## src/rtl/rgb_pwm_driver_pkg.sv

```systemverilog
// Shared constants for the RGB PWM driver: frame length, counter widths
// and the colour channel positions within the 24-bit rgb word.
package rgb_pwm_driver_pkg;

    localparam int unsigned PWM_STEPS        = 255;
    localparam int unsigned STEP_W           = 8;
    localparam int unsigned PRE_W            = 16;
    localparam int unsigned DUTY_W           = 8;
    localparam int unsigned RGB_W            = 24;
    localparam int unsigned DEFAULT_PRESCALE = 1;

    localparam int unsigned R_MSB = 23;
    localparam int unsigned R_LSB = 16;
    localparam int unsigned G_MSB = 15;
    localparam int unsigned G_LSB = 8;
    localparam int unsigned B_MSB = 7;
    localparam int unsigned B_LSB = 0;

endpackage

```

## src/rtl/rgb_pwm_driver_pwm_channel.sv

```systemverilog
// One colour channel: holds the frame's duty in a shadow byte and drives a
// registered LED level of (step < duty).
module pwm_channel
    import rgb_pwm_driver_pkg::*;
(
    input  logic              clk,
    input  logic              rst,
    input  logic              enable_i,
    input  logic              frame_bnd_i,
    input  logic [DUTY_W-1:0] duty_i,
    input  logic [STEP_W-1:0] step_i,
    output logic              led_o
);

    logic [DUTY_W-1:0] shadow_q, shadow_d;
    logic [DUTY_W-1:0] duty_sel_c;
    logic              led_q, led_d;

    // On a frame boundary the incoming duty is used directly so the new
    // colour is visible on step 0 without waiting for the shadow load.
    always_comb begin
        shadow_d   = shadow_q;
        led_d      = 1'b0;
        duty_sel_c = frame_bnd_i ? duty_i : shadow_q;
        if (enable_i) begin
            if (frame_bnd_i) begin
                shadow_d = duty_i;
            end
            led_d = (step_i < duty_sel_c);
        end
    end

    always_ff @(posedge clk) begin
        if (rst) begin
            shadow_q <= '0;
            led_q    <= 1'b0;
        end else begin
            shadow_q <= shadow_d;
            led_q    <= led_d;
        end
    end

    assign led_o = led_q;

endmodule

```

## src/rtl/rgb_pwm_driver.sv

```systemverilog
// Three-channel LED PWM driver: prescaler and step counters, frame-start
// pulse, and one pwm_channel per colour.
module rgb_pwm_driver
    import rgb_pwm_driver_pkg::*;
#(
    parameter int unsigned PRESCALE = DEFAULT_PRESCALE
) (
    input  logic             clk,
    input  logic             rst,
    input  logic             enable,
    input  logic [RGB_W-1:0] rgb,
    output logic             led_r,
    output logic             led_g,
    output logic             led_b,
    output logic             frame_start
);

    localparam logic [PRE_W-1:0]  PRE_LAST  = PRE_W'(PRESCALE - 1);
    localparam logic [STEP_W-1:0] STEP_LAST = STEP_W'(PWM_STEPS - 1);

    logic [PRE_W-1:0]  pre_q, pre_d;
    logic [STEP_W-1:0] step_q, step_d;
    logic              fs_q, fs_d;
    logic              frame_bnd_c;

    // Counters only run while enabled; disabling parks them at (0,0) so the
    // next enabled edge is always a frame boundary.
    always_comb begin
        pre_d       = '0;
        step_d      = '0;
        fs_d        = 1'b0;
        frame_bnd_c = enable && (pre_q == '0) && (step_q == '0);
        if (enable) begin
            fs_d = frame_bnd_c;
            if (pre_q == PRE_LAST) begin
                pre_d  = '0;
                step_d = (step_q == STEP_LAST) ? '0 : step_q + STEP_W'(1);
            end else begin
                pre_d  = pre_q + PRE_W'(1);
                step_d = step_q;
            end
        end
    end

    always_ff @(posedge clk) begin
        if (rst) begin
            pre_q  <= '0;
            step_q <= '0;
            fs_q   <= 1'b0;
        end else begin
            pre_q  <= pre_d;
            step_q <= step_d;
            fs_q   <= fs_d;
        end
    end

    assign frame_start = fs_q;

    pwm_channel u_ch_r (
        .clk         (clk),
        .rst         (rst),
        .enable_i    (enable),
        .frame_bnd_i (frame_bnd_c),
        .duty_i      (rgb[R_MSB:R_LSB]),
        .step_i      (step_q),
        .led_o       (led_r)
    );

    pwm_channel u_ch_g (
        .clk         (clk),
        .rst         (rst),
        .enable_i    (enable),
        .frame_bnd_i (frame_bnd_c),
        .duty_i      (rgb[G_MSB:G_LSB]),
        .step_i      (step_q),
        .led_o       (led_g)
    );

    pwm_channel u_ch_b (
        .clk         (clk),
        .rst         (rst),
        .enable_i    (enable),
        .frame_bnd_i (frame_bnd_c),
        .duty_i      (rgb[B_MSB:B_LSB]),
        .step_i      (step_q),
        .led_o       (led_b)
    );

endmodule

```

## config.mk

```make
export PLATFORM = sky130hd
export DESIGN_NAME = rgb_pwm_driver
export DESIGN_NICKNAME = d
export VERILOG_FILES = /design/src/rtl/rgb_pwm_driver_pkg.sv /design/src/rtl/rgb_pwm_driver_pwm_channel.sv /design/src/rtl/rgb_pwm_driver.sv
export SDC_FILE = /design/constraint.sdc
export NUM_CORES = 1
export LEC_CHECK = 0
export ABC_AREA = 1
export ABC_CLOCK_PERIOD_IN_PS = 3700
export CAP_MARGIN = 20
export CORE_UTILIZATION = 60
export CTS_CLUSTER_SIZE = 16
export DETAILED_ROUTE_END_ITERATION = 10
export PLACE_DENSITY = 0.82
export SYNTH_ARGS = -nofsm -noshare
export SYNTH_HDL_FRONTEND = slang
export SYNTH_SLANG_ARGS = --single-unit
```

## constraint.sdc

```tcl
create_clock -name clk -period 3.7 [get_ports clk]
set_clock_uncertainty 0.2 [all_clocks]
set_input_delay 0.74 -clock clk [delete_from_list [all_inputs] [get_ports clk]]
set_output_delay 0.74 -clock clk [all_outputs]
set_load 0.005 [all_outputs]
```

; Yosys cells after proc, flatten, opt, wreduce, memory -nomap -nowiden
; Cells that the tools add are included.
; W data, S select, Z words.
[classes]
n_addsub = 2
eq_ne = 1
order_cmp = 3
n_bitwise = 1
muxes = 4
n_reduce_logical = 6
[ops]
columns = operator, count
row1 = $mux W8, 4
row2 = $lt A8 B8 Y1, 3
row3 = $add A16 B1 Y16 const B, 1
row4 = $logic_not A16 Y1, 1
row5 = $add A8 B1 Y8 const B, 1
row6 = $eq A8 B8 Y1 const B, 1
row7 = $logic_not A8 Y1, 1
row8 = $reduce_or A3 Y1, 1
row9 = $logic_and A1 B1 Y1, 2
row10 = $reduce_or A2 Y1, 1
row11 = $not A1 Y1, 1
[totals]
out_inout_bits = 4
reg_bits = 52
elab_cells = 26
inputBits = 27

; Longest topological paths before layout
; Gate-level depths: netlist (run 1).
[depth]
depth_word = 5
ltp_mapped = 15
ltp_nobuf = 14

; Modules after synthesis
; Synthesis (run 1) repeated with hierarchy kept, for this count alone.
[unflattened]
cells_unflattened = 489
hier_area_um2 = 3321.9
[modules_own_cells]
columns = module, instances, area_each_um2, cells_each, seq_area_each_um2
row1 = rgb_pwm_driver, 1, 1445.1, 220, 500.5
row2 = pwm_channel at u_ch_b ..., 2, 624.3, 89, 180.2
row3 = pwm_channel at u_ch_r, 1, 628.1, 91, 180.2

; Worst setup path after synthesis (run 1)
; Ideal clock, no wire load.
[synth_timing]
kind = input -> register
from = input port enable
to = register u_ch_b.led_q, in the netlist u_ch_b.led_o
slack_ns = 1.354
setup_time_ns = 0.070
stages = 9
t_required_ns = 3.430
arrival_ns = 2.077
path_buffers = 1
cell_sequence = nand3_1 > nor2_2 > nand3_4 > buf_6 > mux2i_2 > ha_1 > a21oi_1 > o211ai_1 > a21oi_1
[synth_between]
elab_chain_cells = 4
word_cells_on_any_way = 6
cone_classes = order compare (1) / mux (1) / bitwise (1) / reduce/logical (3)
[synth_rtl]
columns = item, line
row1 = from (decl), rgb_pwm_driver.sv:10  ; input logic enable,
row2 = $logic_and A1 B1 Y1 (2 in series), rgb_pwm_driver.sv:32  ; frame_bnd_c = enable && (pre_q == '0) && (step_q == '0);
row3 = $mux W8, n/a
row4 = $lt A8 B8 Y1, rgb_pwm_driver_pwm_channel.sv:29  ; led_d = (step_i < duty_sel_c);
row5 = to (signal assigned), rgb_pwm_driver_pwm_channel.sv:39  ; led_q <= led_d;
row6 = to (decl), rgb_pwm_driver_pwm_channel.sv:17  ; logic led_q, led_d;
; Several ways; a longest one is shown, not always the timed one.
; A chain may end at the register's enable or synchronous reset.

; Worst setup path after layout (run 1)
[layout_timing]
from = input port enable
to = register u_ch_g.led_q, in the netlist u_ch_g.led_o
[layout_between]
elab_chain_cells = 4
word_cells_on_any_way = 6
cone_classes = order compare (1) / mux (1) / bitwise (1) / reduce/logical (3)
[layout_rtl]
columns = item, line
row1 = $logic_and A1 B1 Y1 (2 in series), rgb_pwm_driver.sv:32
row2 = $mux W8, n/a
row3 = $lt A8 B8 Y1, rgb_pwm_driver_pwm_channel.sv:29
row4 = to (signal assigned), rgb_pwm_driver_pwm_channel.sv:39
row5 = to (decl), rgb_pwm_driver_pwm_channel.sv:17
; Several ways; a longest one is shown, not always the timed one.

==> flow_summary_export.csv, run 1 <==
group,metric,value,unit
status,outcome,"completed",
clock_network,cts_tree,"yes",
yosys,syn_inst,329,
timing,max_slew.worst_pin.slew,0.364,ns
yosys,synthTopCellsByArea,"dfxtp_1, ha_1, mux2i_2",
timing,period_needed,2.91,ns
pwr,power_leakage,1.39,nW
clock_network,clk_pin_slew,0.09,ns
yosys,seq_area_frac_synth,37.4,%
place,io_buffer_count,30,
floorplanning,die_w,70.1,um
yosys,async_flop_share,0,%
detailed_routing,drc_errors,0,
floorplanning,fp-row-count,24,
global_route,met3_usage,5.92,%
clock_network,post_cts_resized,0,
worst_setup_path,cp-startpoint,"enable",
global_route,grt_pass1_vias,2092,
yosys,syn_area,2780,um^2
yosys,ys_warn_count,0,
worst_setup_path,crit_arrival,2.94,ns
detailed_routing,drt_wl_total,5390,um
global_route,top_usage_layer,"met2",
detailed_routing,vias_per_cell,5.31,
timing,grt_setup_unrepaired,"false",
cells_and_area,drive_gt1_share,14.0,%
timing,hold_viol,0,
pwr,p_int,800,uW
cells_and_area,fin_util,73.1,%
worst_setup_path,r2r_start,"step_q[0]$_SDFFE_PP0N_",
pwr,switching_share,25.8,%
yosys,synth_edf_count,0,
detailed_routing,post_drt_wl_per_cell,13.0,um
cells_and_area,stdcell_count,415,
timing,slew_viol_final,0,
global_route,grt_max_degree,25,
place,gp_congestion,0.816,
worst_setup_path,cp-start-kind,"input port",
clock_network,numCtsBuffers,5,
global_route,grt_remaining_overflow,0,
floorplanning,coreArea,4410,um^2
yosys,synth_top_area_cell,"dfxtp_1",
clock_network,holdBufCountCts,0,
timing,clock.fmax,344,MHz
cells_and_area,final_nets,415,
global_route,track_usage,23.8,%
job,drv_cap,0,
detailed_routing,num_vias,2204,
yosys,yosysMostFrequentCell,"nor2_1",
floorplanning,start_util,63.1,%
clock_network,cts_root_buf,"clkbuf_8",
clock_network,htreeDepth,2,
pwr,p_switching,279,uW
floorplanning,ios,31,
place,placed_cells,407,
clock_network,clock_latency,0.31,ns
detailed_routing,drt_iter0_markers,130,
global_route,grt.met2_usage,38.2,%
timing,setup_tns,0,ns
cells_and_area,areaGrowthSynthToFinish,15.9,%
worst_setup_path,worstPathMaxFanout,16,
pwr,seq_power_share,54.7,%
floorplanning,fp.dieH,70.1,um
yosys,synth_top_area_share,37.4,%
pwr,vdd_drop_max,0.239,mV
detailed_routing,antenna_left,0,
global_route,use_met1,31.1,%
timing,finalCritPeriodShare,78.5,%
cells_and_area,n_antenna_cell,0,
timing,holdWs,0.292,ns
clock_network,clk_path_buf_depth,2,
global_route,grt_first_pass_wirelength,9240,um
pwr,comb_power_share,15.7,%
worst_hold_path,hp-class,"reg -> reg",
yosys,synth-main-ff-cell,"dfxtp_1",
global_route,antenna_found_initial,0,
yosys,synthTopCellsByCount,"nor2_1, dfxtp_1, nand2_1, inv_1, ha_1",
worst_hold_path,min_from,"pre_q[0]$_SDFF_PP0_",
pwr,clkPwrFrac,29.7,%
yosys,syn_avg_cell_area,8.46,um^2
worst_setup_path,crit_required,3.74,ns
place,dp_hpwl,3960,um
pwr,power_density,334,nW/um^2
clock_network,clock-sinks,52,
floorplanning,fp.dieArea,4920,um^2
yosys,synth_cell_type_count,36,
timing,setup-violations-final,0,
yosys,ys_ff_latch,52,
detailed_routing,dr.pass1.iters,4,
worst_setup_path,critPathCaptureType,"register",
timing,relSlewSlack,75.7,%
worst_setup_path,path_class,"in -> reg",
clock_network,post_cts_buffers,0,
yosys,syn-num-nets,382,
## power by group through the flow
stage / sequential (mW) / clock (mW) / combinational [mW]
after floorplan: 0.601 / 0 / 0.110
after global placement: 0.602 / 0 / 0.162
after detailed placement: 0.603 / 0 / 0.168
after CTS: 0.590 / 0.328 / 0.169
after global routing: 0.591 / 0.350 / 0.190
final: 0.589 / 0.320 / 0.169
## layout by cell type (no fill, tap or decap), types with 2 or more instances in the layout
master,n
nor2_1,56
dfxtp_1,52
nand2_1,45
inv_1,34
clkdlybuf4s50_1,30
ha_1,26
a21oi_1,23
mux2i_2,19
nand3_1,12
nor2_2,7
nand4_1,7
o21ai_0,6
clkbuf_8,5
nand2_2,3
nand3_2,3
nor3b_1,3
nor4_1,3
o211ai_1,3
nor2_4,2
mux2i_1,2
nor3_1,2
xor2_1,2
clkinv_2,2
## metrics by stage
stage / setup WS [ns] / total power [mW] / instance area, um^2
global placement: 0.581 / 0.764 / 3140
CTS: 0.796 / 1.09 / 3230
floorplan: 1.35 / 0.711 / 2780
global route: 0.658 / 1.13 / 3230
detailed placement: 0.484 / 0.770 / 3140
finish: 0.795 / 1.08 / 3230
## cell type report
cell class / count / area [um^2]
Fill cell: 361 / 1190
Inverter: 35 / 131
Sequential cell: 52 / 1040
Tap cell: 52 / 65.1
Clock inverter: 3 / 18.8
Clock buffer: 5 / 68.8
Timing Repair Buffer: 32 / 328
Multi-Input combinational cell: 236 / 1570
## worst paths after layout
path	end	slack, ns	cells past startpoint
min	pre_q[0]$_SDFF_PP0_	0.29	1
max	u_ch_g.led_o$_SDFF_PP0_	0.79	10
max reg2reg	u_ch_g.led_o$_SDFF_PP0_	1.02	11
min reg2reg	pre_q[0]$_SDFF_PP0_	0.29	1
## critical path: stages
cell and delay (ns):
clkdlybuf4s50_1 0.48, nand3_1 0.12, nor2_2 0.20, nand3_4 0.25
buf_12 0.25, mux2i_2 0.21, ha_1 0.28, a21oi_1 0.16
o211ai_1 0.10, a21oi_1 0.15
## routing by layer
layer	up-vias	share of wire (%)
li1	1151	-
met1	996	48
met2	51	45
met3	6	5.0
met4	0	1.3
met5	-	0
## state kept, by name, indices dropped and copies added (netlist names)
register         count
u_ch_r.shadow_q      8
u_ch_b.shadow_q      8
u_ch_r.led_o         1
pre_q               16
step_q               8
u_ch_g.shadow_q      8
u_ch_b.led_o         1
frame_start          1
u_ch_g.led_o         1
## cell families after synthesis
logic type      after synthesis  share of synthesized area (%)
simple gates                150                           26.7
mux                          21                           10.1
compound gates               36                           7.06
fa+ha+maj                    26                           11.7
buf+inv                      41                           6.11
flops                        52                           37.4
xor+xnor                      3                          0.944
(Power assumes the default switching activity.)
==> run 2, diff against run 1 <==
--- a/config.mk
+++ b/config.mk
@@ -6,12 +6,12 @@
 export NUM_CORES = 1
 export LEC_CHECK = 0
 export ABC_AREA = 1
-export ABC_CLOCK_PERIOD_IN_PS = 3700
+export ABC_CLOCK_PERIOD_IN_PS = 2600
 export CAP_MARGIN = 20
-export CORE_UTILIZATION = 60
+export CORE_UTILIZATION = 51
 export CTS_CLUSTER_SIZE = 16
 export DETAILED_ROUTE_END_ITERATION = 10
-export PLACE_DENSITY = 0.82
+export PLACE_DENSITY = 0.74
 export SYNTH_ARGS = -nofsm -noshare
 export SYNTH_HDL_FRONTEND = slang
 export SYNTH_SLANG_ARGS = --single-unit
==> constraint.sdc (replaced) <==
create_clock -name clk -period 2.6 [get_ports clk]
set_clock_uncertainty 0.2 [all_clocks]
set_input_delay 0.52 -clock clk [delete_from_list [all_inputs] [get_ports clk]]
set_output_delay 0.52 -clock clk [all_outputs]
set_load 0.005 [all_outputs]
==> flow_summary_export.csv, run 2 (synthesis results as in run 1) <==
group,metric,value,unit
status,outcome,"completed",
worst_setup_path,crit_required,2.58,ns
cells_and_area,regMostFlops,"pre_q",
clock_network,numCtsBuffers,5,
clock_network,holdBufCountCts,0,
pwr,p_total,1.59,mW
timing,setup-violations-final,0,
pwr,power_density,457,nW/um^2
detailed_routing,antenna_left,0,
worst_setup_path,crit_buf_inv,2,
floorplanning,coreArea,5170,um^2
worst_setup_path,critPathCaptureType,"register",
clock_network,cts_tree,"yes",
global_route,grt_pass1_vias,2201,
job,drv_cap,0,
cells_and_area,final_nets,438,
global_route,grt_first_pass_wirelength,9540,um
cells_and_area,final-seq-area,1040,um^2
detailed_routing,drc_errors,0,
place,dp_hpwl,4500,um
clock_network,htreeDepth,2,
detailed_routing,post_drt_wl_per_cell,13.2,um
floorplanning,fp-row-count,26,
cells_and_area,multi_input_comb_area,1590,um^2
worst_setup_path,cp_cell_sequence,"clkdlybuf4s50_1 -> nand3_1 -> nor2_4 -> nand3_4 -> buf_12 -> mux2i_4 -> ha_1 -> a21oi_1 -> o211ai_1 -> a21oi_1",
clock_network,clk_pin_slew,0.09,ns
worst_setup_path,crit_arrival,2.53,ns
cells_and_area,largest_reg_flops,16,
worst_setup_path,r2r_start,"pre_q[0]$_SDFF_PP0_",
detailed_routing,vias_per_cell,5.20,
worst_setup_path,critPathTopFamily,"buffers and inverters",
floorplanning,ios,31,
clock_network,cts_root_buf,"clkbuf_8",
global_route,grt_remaining_overflow,0,
global_route,grt_max_degree,25,
worst_hold_path,min_from,"pre_q[0]$_SDFF_PP0_",
floorplanning,fp.dieArea,5760,um^2
cells_and_area,layout_common_cells,"nor2_1, dfxtp_1, nand2_1",
clock_network,clk_path_buf_depth,2,
timing,clock.fmax,392,MHz
worst_setup_path,cp_common_cell,"a21oi_1",
worst_setup_path,cp-start-kind,"input port",
timing,hold_viol,0,
cells_and_area,final.fill_count,429,
clock_network,clock-sinks,52,
detailed_routing,drt_iter0_markers,123,
worst_setup_path,critPathMaxStageDelay,0.50,ns
floorplanning,start_util,53.8,%
timing,max_slew.worst_pin.slew,0.326,ns
detailed_routing,num_vias,2371,
timing,finalCritPeriodShare,98.1,%
worst_setup_path,slowest_stage,"clkdlybuf4s50_1",
place,gp_congestion,0.807,
worst_hold_path,hp-class,"reg -> reg",
cells_and_area,areaGrowthSynthToFinish,24.7,%
floorplanning,die_w,75.9,um
cells_and_area,final_common_cell,"nor2_1",
floorplanning,fp.dieH,75.9,um
timing,period_needed,2.55,ns
timing,setup_tns,0,ns
timing,slew_viol_final,0,
worst_setup_path,path_class,"in -> reg",
global_route,track_usage,22.3,%
cells_and_area,fin_util,67.1,%
timing,relSlewSlack,78.2,%
cells_and_area,drive_gt1_share,19.4,%
pwr,power_leakage,1.52,nW
detailed_routing,drt_wl_total,6030,um
clock_network,clock_latency,0.30,ns
worst_setup_path,cp-startpoint,"enable",
place,io_buffer_count,30,
pwr,vdd_drop_max,0.302,mV
worst_setup_path,worstPathMaxFanout,6,
cells_and_area,n_antenna_cell,0,
global_route,antenna_found_initial,0,
detailed_routing,dr.pass1.iters,5,
## run 2: report_power, final
group / internal (mW) / total, mW / switching [mW]
Combinational: 0.150 / 0.277 / 0.127
Sequential: 0.826 / 0.839 / 0.0130
Clock: 0.218 / 0.472 / 0.254
## run 2: cell type report
class | instances | area share, %
clock buffers | 8 | 2.59
inverters | 35 | 3.78
multi-input cells | 236 | 45.8
flip-flops and latches | 52 | 30.1
well taps | 70 | 2.52
repair buffers | 55 | 15.3
## run 2: final timing paths
| check | to | slack [ns] | cells past startpoint |
|---|---|---|---|
| max | u_ch_b.led_o$_SDFF_PP0_ | 0.05 | 10 |
| min | pre_q[0]$_SDFF_PP0_ | 0.26 | 1 |
| max reg2reg | u_ch_b.led_o$_SDFF_PP0_ | 0.13 | 13 |
| min reg2reg | pre_q[0]$_SDFF_PP0_ | 0.26 | 1 |
## run 2: timing repair
action | CTS | global route
setup buffers | 0 | 5
resized for setup | 0 | 5
setup endpoints to repair | 0 | 2
## run 2: metal layers
| layer | part of all wire [%] | GRT usage (%) | wire length (um) |
|---|---|---|---|
| met3 | 5.0 | 4.89 | 299 |
| met1 | 42 | 25.4 | 2500 |
| met4 | 2.8 | 10.3 | 170 |
| met2 | 51 | 39.7 | 3060 |
| met5 | 0 | 0 | 0 |
## run 2: per-stage QoR
step / instance area (um^2) / std cells / hold slack [ns] / worst slack, ns
finish: 3470 / 456 / 0.264 / 0.0488
global route: 3470 / 456 / 0.294 / -0.0104
global placement: 3300 / 442 / 0.277 / -0.185
CTS: 3390 / 450 / 0.310 / 0.0936
floorplan: 2780 / 329 / 0.252 / 0.358
detailed placement: 3300 / 442 / 0.286 / -0.181
## run 2: worst reg2reg max path, cell delays in order (launching register included)
cell and delay, ns:
dfxtp_2 0.35, inv_1 0.06, ha_1 0.14, inv_1 0.05, nor2_2 0.08, nand2_2 0.09, nor2_8 0.15, nand3_4 0.13
buf_12 0.18, mux2i_4 0.18, ha_1 0.29, a21oi_1 0.06, o211ai_1 0.31, a21oi_1 0.07
